`src/rtl/spi_pkg.sv`:
```
// Shared SPI receive/transmit definitions: frame size, mode constants and
// FSM state encodings used by the receiver and the matching transmitter.
package spi_pkg;

  localparam int FRAME_W_DEF     = 24;
  localparam int SYNC_STAGES_DEF = 2;

  // Mode 0: clock idles low, data sampled on the rising edge.
  localparam bit SPI_CPOL = 1'b0;
  localparam bit SPI_CPHA = 1'b0;

  typedef enum logic [1:0] {
    ST_IDLE  = 2'b00,
    ST_RECV  = 2'b01,
    ST_CHECK = 2'b10
  } spi_state_e;

endpackage

```
`src/rtl/spi_sync.sv`:
```
// N-stage flop synchronizer for one asynchronous input, with a selectable
// reset level so each line powers up at its idle value.
module spi_sync #(
  parameter int   N       = 2,
  parameter logic RST_VAL = 1'b0
) (
  input  logic clk,
  input  logic rst,
  input  logic i_d,
  output logic o_q
);

  logic [N-1:0] r_sync;

  always_ff @(posedge clk or posedge rst) begin
    if (rst) r_sync <= {N{RST_VAL}};
    else     r_sync <= (r_sync << 1) | N'(i_d);
  end

  assign o_q = r_sync[N-1];

endmodule

```
`src/rtl/spi_rx.sv`:
```
// Mode-0 SPI slave receiver: synchronizes the SPI lines into clk, shifts in
// MSB-first frames and hands complete frames out over a valid/ready port.
module spi_rx
  import spi_pkg::*;
#(
  parameter int FRAME_W     = FRAME_W_DEF,
  parameter int SYNC_STAGES = SYNC_STAGES_DEF
) (
  input  logic               clk,
  input  logic               RST,
  input  logic               spi_cs,
  input  logic               spi_clk,
  input  logic               spi_data,
  output logic [FRAME_W-1:0] rx_data,
  output logic               rx_valid,
  input  logic               rx_ready,
  output logic               frame_err,
  output logic               overflow,
  output logic               rx_busy
);

  localparam int CNT_W = $clog2(FRAME_W + 2);

  logic w_cs_s, w_sclk_s, w_data_s;
  logic r_cs_d, r_sclk_d;
  logic w_sclk_rise, w_cs_fall, w_cs_rise;

  spi_state_e r_state, w_state_nxt;

  logic [CNT_W-1:0]   r_cnt;
  logic [FRAME_W-1:0] r_shift;
  logic [FRAME_W-1:0] r_data;
  logic               r_valid, r_frame_err, r_overflow;
  logic               w_start, w_shift, w_load, w_ovf, w_err, w_hs, w_cnt_ok;

  // Equal depth on all three lines keeps data aligned with its clock edge.
  spi_sync #(.N(SYNC_STAGES), .RST_VAL(1'b1)) u_sync_cs (
    .clk(clk), .rst(RST), .i_d(spi_cs), .o_q(w_cs_s)
  );
  spi_sync #(.N(SYNC_STAGES), .RST_VAL(1'b0)) u_sync_sclk (
    .clk(clk), .rst(RST), .i_d(spi_clk), .o_q(w_sclk_s)
  );
  spi_sync #(.N(SYNC_STAGES), .RST_VAL(1'b0)) u_sync_data (
    .clk(clk), .rst(RST), .i_d(spi_data), .o_q(w_data_s)
  );

  assign w_sclk_rise = w_sclk_s & ~r_sclk_d;
  assign w_cs_fall   = ~w_cs_s & r_cs_d;
  assign w_cs_rise   = w_cs_s & ~r_cs_d;
  assign w_hs        = r_valid & rx_ready;
  assign w_cnt_ok    = (r_cnt == CNT_W'(FRAME_W));

  always_ff @(posedge clk or posedge RST) begin
    if (RST) r_state <= ST_IDLE;
    else     r_state <= w_state_nxt;
  end

  always_comb begin
    w_state_nxt = r_state;
    w_start     = 1'b0;
    w_shift     = 1'b0;
    w_load      = 1'b0;
    w_ovf       = 1'b0;
    w_err       = 1'b0;
    case (r_state)
      ST_IDLE: begin
        // Held-low select covers a new frame that began during ST_CHECK.
        if (w_cs_fall || (!w_cs_s && !r_cs_d)) begin
          w_state_nxt = ST_RECV;
          w_start     = 1'b1;
        end
      end
      ST_RECV: begin
        w_shift = w_sclk_rise;
        if (w_cs_rise) w_state_nxt = ST_CHECK;
      end
      ST_CHECK: begin
        w_state_nxt = ST_IDLE;
        if (w_cnt_ok) begin
          if (!r_valid || w_hs) w_load = 1'b1;
          else                  w_ovf  = 1'b1;
        end else begin
          w_err = 1'b1;
        end
      end
      default: w_state_nxt = ST_IDLE;
    endcase
  end

  always_ff @(posedge clk or posedge RST) begin
    if (RST) begin
      r_cs_d      <= 1'b1;
      r_sclk_d    <= 1'b0;
      r_cnt       <= '0;
      r_shift     <= '0;
      r_data      <= '0;
      r_valid     <= 1'b0;
      r_frame_err <= 1'b0;
      r_overflow  <= 1'b0;
    end else begin
      r_cs_d      <= w_cs_s;
      r_sclk_d    <= w_sclk_s;
      r_frame_err <= w_err;
      r_overflow  <= w_ovf;
      if (w_start) begin
        r_cnt   <= '0;
        r_shift <= '0;
      end else if (w_shift) begin
        r_shift <= {r_shift[FRAME_W-2:0], w_data_s};
        if (r_cnt != '1) r_cnt <= r_cnt + CNT_W'(1);
      end
      if (w_load) begin
        r_data  <= r_shift;
        r_valid <= 1'b1;
      end else if (w_hs) begin
        r_valid <= 1'b0;
      end
    end
  end

  assign rx_data   = r_data;
  assign rx_valid  = r_valid;
  assign frame_err = r_frame_err;
  assign overflow  = r_overflow;
  assign rx_busy   = (r_state != ST_IDLE);

endmodule
```
`config.mk`:
```
export PLATFORM = sky130hd
export DESIGN_NAME = spi_rx
export DESIGN_NICKNAME = d
export VERILOG_FILES = /design/src/rtl/spi_pkg.sv /design/src/rtl/spi_sync.sv /design/src/rtl/spi_rx.sv
export SDC_FILE = /design/constraint.sdc
export NUM_CORES = 1
export LEC_CHECK = 0
export CORE_ASPECT_RATIO = 1.75
export CORE_MARGIN = 5
export CORE_UTILIZATION = 48
export CTS_BUF_LIST = sky130_fd_sc_hd__clkbuf_2
export DETAILED_ROUTE_END_ITERATION = 10
export PLACE_DENSITY_LB_ADDON = 0.1
export REMOVE_ABC_BUFFERS = 1
export SLEW_MARGIN = 20
export SYNTH_ARGS = -nofsm -noshare
export SYNTH_HDL_FRONTEND = slang
export SYNTH_SLANG_ARGS = --single-unit
```
`constraint.sdc`:
```
create_clock -name clk -period 2.5 [get_ports clk]
set_input_delay 0.625 -clock clk [delete_from_list [all_inputs] [get_ports clk]]
set_output_delay 0.625 -clock clk [all_outputs]
set_load 0.05 [all_outputs]
```
==> impl_metrics.toml <==
[run_status]
status = "finished, final reports clean"

[cts]
cts_root_buf = "clkbuf_2"
clk_pin_slew_ns = 0.17
ctsHoldBuffers = 0
cts_sinks = 66
htree_levels = 3
cts_tree = "yes"
insertion_delay_ns = 0.48
clock_path_buffers = 2
cts_buffers = 9

[synthesis]
synth-simple-area-share_pct = 11.66
synth-adder-area-share_pct = 1.416
syn_avg_cell_area_um2 = 12.51
synth_warnings = 0
syn_inst = 212
synth-compound-area-share_pct = 7.220
ys_ff_latch = 66
ys_seq_area_share_pct = 62.44
syn-cell-area_mm2 = 0.002651
synth_xor_xnor_area_share_pct = 0
synth_top_family_by_area = "multiplexers"
netlist-cell-type-count = 29
synthMuxAreaShare_pct = 13.03

[placement]
hpwl_mm = 3.090
numPortBuffers = 33
dpl_worst_slack_ns = 0.3710
placedCellCount = 314
gp_congestion = 0.7311
placed_cell_area_mm2 = 0.003082

[sta]
setup_slack_ns = 0.1447
setup_violations = 0
slew_viol_final = 0
slew-limit-headroom_pct = 63.76
worst_pin_slew_ns = 0.5428
finalSetupTns_ns = 0
max_freq_mhz = 424.6
period_minus_slack_ns = 2.355
period_share_pct = 94.21
skew_ns = 0.02338
whs_ns = 0.3642
grt_setup_unrepaired = "no"
finalHoldViolCount = 0

[setup_path]
path_max_fanout = 7
critPathRequiredTime_ns = 1.88
crit_buf_inv = 1
cp.arrival_ns = 1.73
critical-path-max-stage-delay_ns = 0.50
start_kind = "register"
crit_type = "reg -> out"
critPathSlowestCell = "dfrtp_1"
critPathCaptureType = "primary output"
crit_family = "flip-flops"
crit_chain = "or2_2, dlygate4sd2_1"

[job]
max_cap_viol_count = 0

[hold_path]
holdCritPathClass = "reg -> reg"

[global_routing]
grt_max_degree = 26
antenna_found_initial = 0
grt_pass1_wl_mm = 8.024
overflow = 0
grt_pass1_vias = 1678
grt.total_usage_pct = 14.84

[detailed_routing]
drt_iter0_drc = 73
first_pass_iters = 4
drcViolationCount = 0
drtAntennaViolNets = 0
vias = 1695
finalWirelength_mm = 4.697
wl_per_cell_um = 14.23
routed_via_density = 5.136

[floorplanning]
num_io_pins = 34
die-area_mm2 = 0.007168
coreArea_mm2 = 0.005343
die_h_um = 108.3
start_util_pct = 49.63
placementRows = 35
die_w_um = 66.18

[power_and_ir_drop]
leakagePower_nw = 1.449
power_mw = 1.832
powerDensity_mw_per_mm2 = 574.6
vdd_drop_max_mv = 0.4701

[finish]
antenna_cells = 0
drive_gt1_share_pct = 18.75
syn_to_final_growth_pct = 20.25
final_area_mm2 = 0.003188
final_cells = 330
final_cell_mix = "63 x dfrtp_1, 50 x nand2_1, 32 x clkdlybuf4s50_1"
layout.nets = 260
final_core_util_pct = 59.67
final_common_cell = "dfrtp_1"
-- routing by layer --
layer / part of all wire [%] / routed length, um / global-route usage (%) / vias up
met4: 2.0 / 93 / 7.849 / 0
met5: 0 / 0 / 0 / -
met3: 3.6 / 168 / 4.470 / 9
met2: 52 / 2457 / 23.45 / 30
li1: - / - / - / 791
met1: 42 / 1978 / 17.98 / 865
-- flip-flops by register name (all words and copies together), names as in the netlist --
| signal | cells |
|---|---|
| overflow | 1 |
| r_state | 2 |
| frame_err | 1 |
| rx_valid | 1 |
| r_sclk_d | 1 |
| u_sync_cs.r_sync | 2 |
| r_shift | 24 |
| u_sync_sclk.r_sync | 2 |
| rx_data | 24 |
| r_cs_d | 1 |
| u_sync_data.r_sync | 2 |
| r_cnt | 5 |
-- layout make-up --
cell class | instances | area [um^2]
timing repair buffer | 39 | 411.6
fill | 466 | 2155
inverter | 6 | 22.52
tap | 74 | 92.59
sequential | 66 | 1655
clock inverter | 6 | 57.56
multi-input combinational | 129 | 898.4
clock buffer | 10 | 50.05
-- cell families (layout without fill, tap and decap cells) --
logic type / count (synthesis) / count (layout)
flops: 66 / 66
compound gates: 35 / 35
fa+ha+maj: 3 / 3
mux: 24 / 24
buf+inv: 17 / 61
simple gates: 67 / 67
-- where the power goes --
part	switching (mW)	internal, mW	leakage (nW)	total, mW
Combinational	0.0766	0.0425	0.482	0.119
Sequential	0.0228	1.09	0.895	1.12
Clock	0.368	0.229	0.0731	0.597
-- synthesized netlist by cell type (all sizes together) --
master | count | area share, %
nand3 | 1 | 0.19
or4 | 1 | 0.28
clkbuf | 1 | 0.14
nor2 | 3 | 0.52
and3b | 1 | 0.33
o211ai | 3 | 0.85
o311ai | 1 | 0.33
or2 | 1 | 0.24
inv | 6 | 0.85
ha | 3 | 1.4
nand4bb | 1 | 0.42
and3 | 1 | 0.24
and4b | 1 | 0.38
or2b | 1 | 0.28
o21ai | 3 | 0.57
nor4bb | 2 | 0.76
o31ai | 2 | 0.57
mux2 | 24 | 13
nand2 | 50 | 7.1
nand2b | 3 | 0.71
a21oi | 26 | 4.9
or3 | 1 | 0.24
buf | 10 | 3.3
dfrtp | 63 | 59
dfstp | 3 | 3.0
-- worst paths after layout --
kind,startpoint,end,slack (ns),cells after the start
hold reg to reg,u_sync_cs.r_sync[0],u_sync_cs.r_sync[1],0.36,0
setup reg to reg,r_cnt[0],r_cnt[3],0.64,5
min in group asynchronous,RST,rx_data[5],0.48,2
hold / removal,u_sync_cs.r_sync[0],u_sync_cs.r_sync[1],0.36,0
max in group asynchronous,RST,r_cs_d,1.42,3
setup / recovery,r_state[1],rx_busy,0.14,2
-- timing repair --
action	in CTS	in global routing
endpoints found under the setup margin	1	0
gates resized for setup	1	0
setup buffers	0	0
No activity file was read; power rests on OpenSTA's default activity.
==> edit, RTL diff (same settings) <==
Re-encode `spi_state_e` (3 states) as one-hot, 3 bits wide.
--- a/src/rtl/spi_pkg.sv
+++ b/src/rtl/spi_pkg.sv
@@ -9,10 +9,10 @@
   localparam bit SPI_CPOL = 1'b0;
   localparam bit SPI_CPHA = 1'b0;
 
-  typedef enum logic [1:0] {
-    ST_IDLE  = 2'b00,
-    ST_RECV  = 2'b01,
-    ST_CHECK = 2'b10
+  typedef enum logic [2:0] {
+    ST_IDLE  = 3'b001,
+    ST_RECV  = 3'b010,
+    ST_CHECK = 3'b100
   } spi_state_e;
 
 endpackage
Check against the original RTL: same outputs for any inputs over 10 cycles, from zero or initial values and one cycle with RST high; not proved beyond that.
==> edit against the unedited design <==
Hold slack improved by 0.0067 ns. Clock skew increased by 0.0090 ns. Non-clock buffer count increased by 2. Fmax decreased by 2.5%. Wire length increased by 9.5%. Via count increased by 7.1%. Synthesized area increased by 7.2%. Sequential cell count increased by 1. Cell area increased by 4.9%. Worst setup slack got worse by 0.060 ns.
Power is not compared: it rests on default switching activity, and its combinational part moved more than twofold at a synthesized area within 25%.
==> edit: results (changes against the unedited design) <==
| Metric | Value |
|---|---|
| Dpl hpwl | 3373 um (+9.2%) |
| Clock Skew | 0.03239 ns (+0.009018 ns) |
| Status | complete, no violations |
| GR met2 Demand/Resource | 24.29% (+0.84 points) |
| Slew margin rel. | 37.47% (-26 points) |
| Largest net degree at the start of global routing | 45 (+73%) |
| Min-Delay Path Class | reg -> reg |
| Routed WL | 5142 um (+9.5%) |
| CP arrival | 1.79 ns (+0.06 ns) |
| Clock transition at the registers of the reported paths | 0.17 ns (about the same) |
| Compound-Gate Fraction of Synth Area | 11.44% (+4.2 points) |
| Synth Area in XOR/XNOR | 0.3081% (+0.31 points) |
| Final RePlAce weighted congestion | 0.7349 (+0.52%) |
| Ant. Diodes | 0 (unchanged) |
| Netlist cell types | 33 (+14%) |
| Post-CTS Setup Inserts | 0 (unchanged) |
| Adder-cell share of the synthesized area | 1.320% (-0.095 points) |
| Clk_lat worst skew | 0.50 ns (+0.02 ns) |
| Register area share after synthesis | 59.15% (-3.3 points) |
| Via count | 1816 (+7.1%) |
| PostCTS Resize Cnt | 0 (-1) |
| Met3 Usage GRT | 3.532% (-0.94 points) |
| Met1 Usage GRT | 19.38% (+1.4 points) |
| Commonest cells in the netlist | dfrtp_1, a21oi_1, nand3_1 |
| Total track usage | 15.42% (+0.57 points) |
| First-pass GRT wire length | 9032 um (+13%) |
| Max IR drop VDD | 0.0006500 V |
| Iter 0 DRT Violations | 108 (+48%) |
| Nets | 264 (+1.5%) |
| Most area-consuming cells after synthesis | dfrtp_1, mux2_4, a21oi_1 |
| Fraction of final layout cells sized beyond drive strength 1 | 23.46% (+4.7 points) |
| Vias in the first global route | 1910 (+14%) |
| Post-synthesis mux area share | 12.54% (-0.48 points) |
## edit: cell types whose count changed after synthesis, sizes merged, moves of 6 or more
cell,before,now
nand2,50,2
clkbuf,1,7
nand3,1,25
o21ai,3,23
## edit: worst max-delay path, stage by stage (launching register included)
cell	delay, ns
dfstp_2	0.66
or3b_2	0.46
buf_4	0.20
## edit: worst paths after layout
path                                                    start                            end  slack [ns]  cells past startpoint
worst max-delay path                   r_state[0]$_DFFE_PP1P_                        rx_busy        0.08                      2
worst min-delay path            u_sync_cs.r_sync[0]$_DFF_PP1_  u_sync_cs.r_sync[1]$_DFF_PP1_        0.37                      0
worst max register to register         r_state[1]$_DFFE_PP0P_        r_shift[12]$_DFFE_PP0P_        0.62                      4
worst min register to register  u_sync_cs.r_sync[0]$_DFF_PP1_  u_sync_cs.r_sync[1]$_DFF_PP1_        0.37                      0
max in group asynchronous                                 RST         r_state[0]$_DFFE_PP1P_        1.71                      3
min in group asynchronous                                 RST         rx_data[9]$_DFFE_PP0P_        0.45                      3
## edit: kinds of logic after synthesis
logic type,Yosys count
AND/OR/NAND/NOR,47
flip-flops,67
XOR/XNOR,1
adder cells (fa/ha/maj),3
AO/OA/AOI/OAI,56
multiplexers,25
buffers and inverters,18
## edit: where the power goes
group	total [W]	switching, W	internal (W)
sequential	0.00118	0.0000585	0.00113
clock	0.000512	0.000378	0.000134
combinational	0.000367	0.000239	0.000128
## edit: stage by stage
stage	area (um^2)	hold slack, ns	setup slack (ns)	instances
floorplan	2750	0.3312	0.1985	203
global placement	3261	0.3348	0.3282	322
detailed placement	3261	0.3347	0.2751	322
CTS	3346	0.3729	0.02779	338
global route	3346	0.3791	0.003946	338
finish	3346	0.3709	0.08433	338
## edit: routing by layer
metal	share of wire [%]	wire length (um)
met5	0	0
met4	2.0	105
met3	3.7	190
met2	50	2550
met1	45	2296
## edit: area by class of cell
type / count / area, um^2
Tap cell: 78 / 97.59
Clock buffer: 11 / 55.05
Fill cell: 540 / 2487
Timing Repair Buffer: 41 / 412.9
Sequential cell: 67 / 1682
Multi-Input combinational cell: 132 / 1054
Inverter: 4 / 15.01
Clock inverter: 5 / 30.03
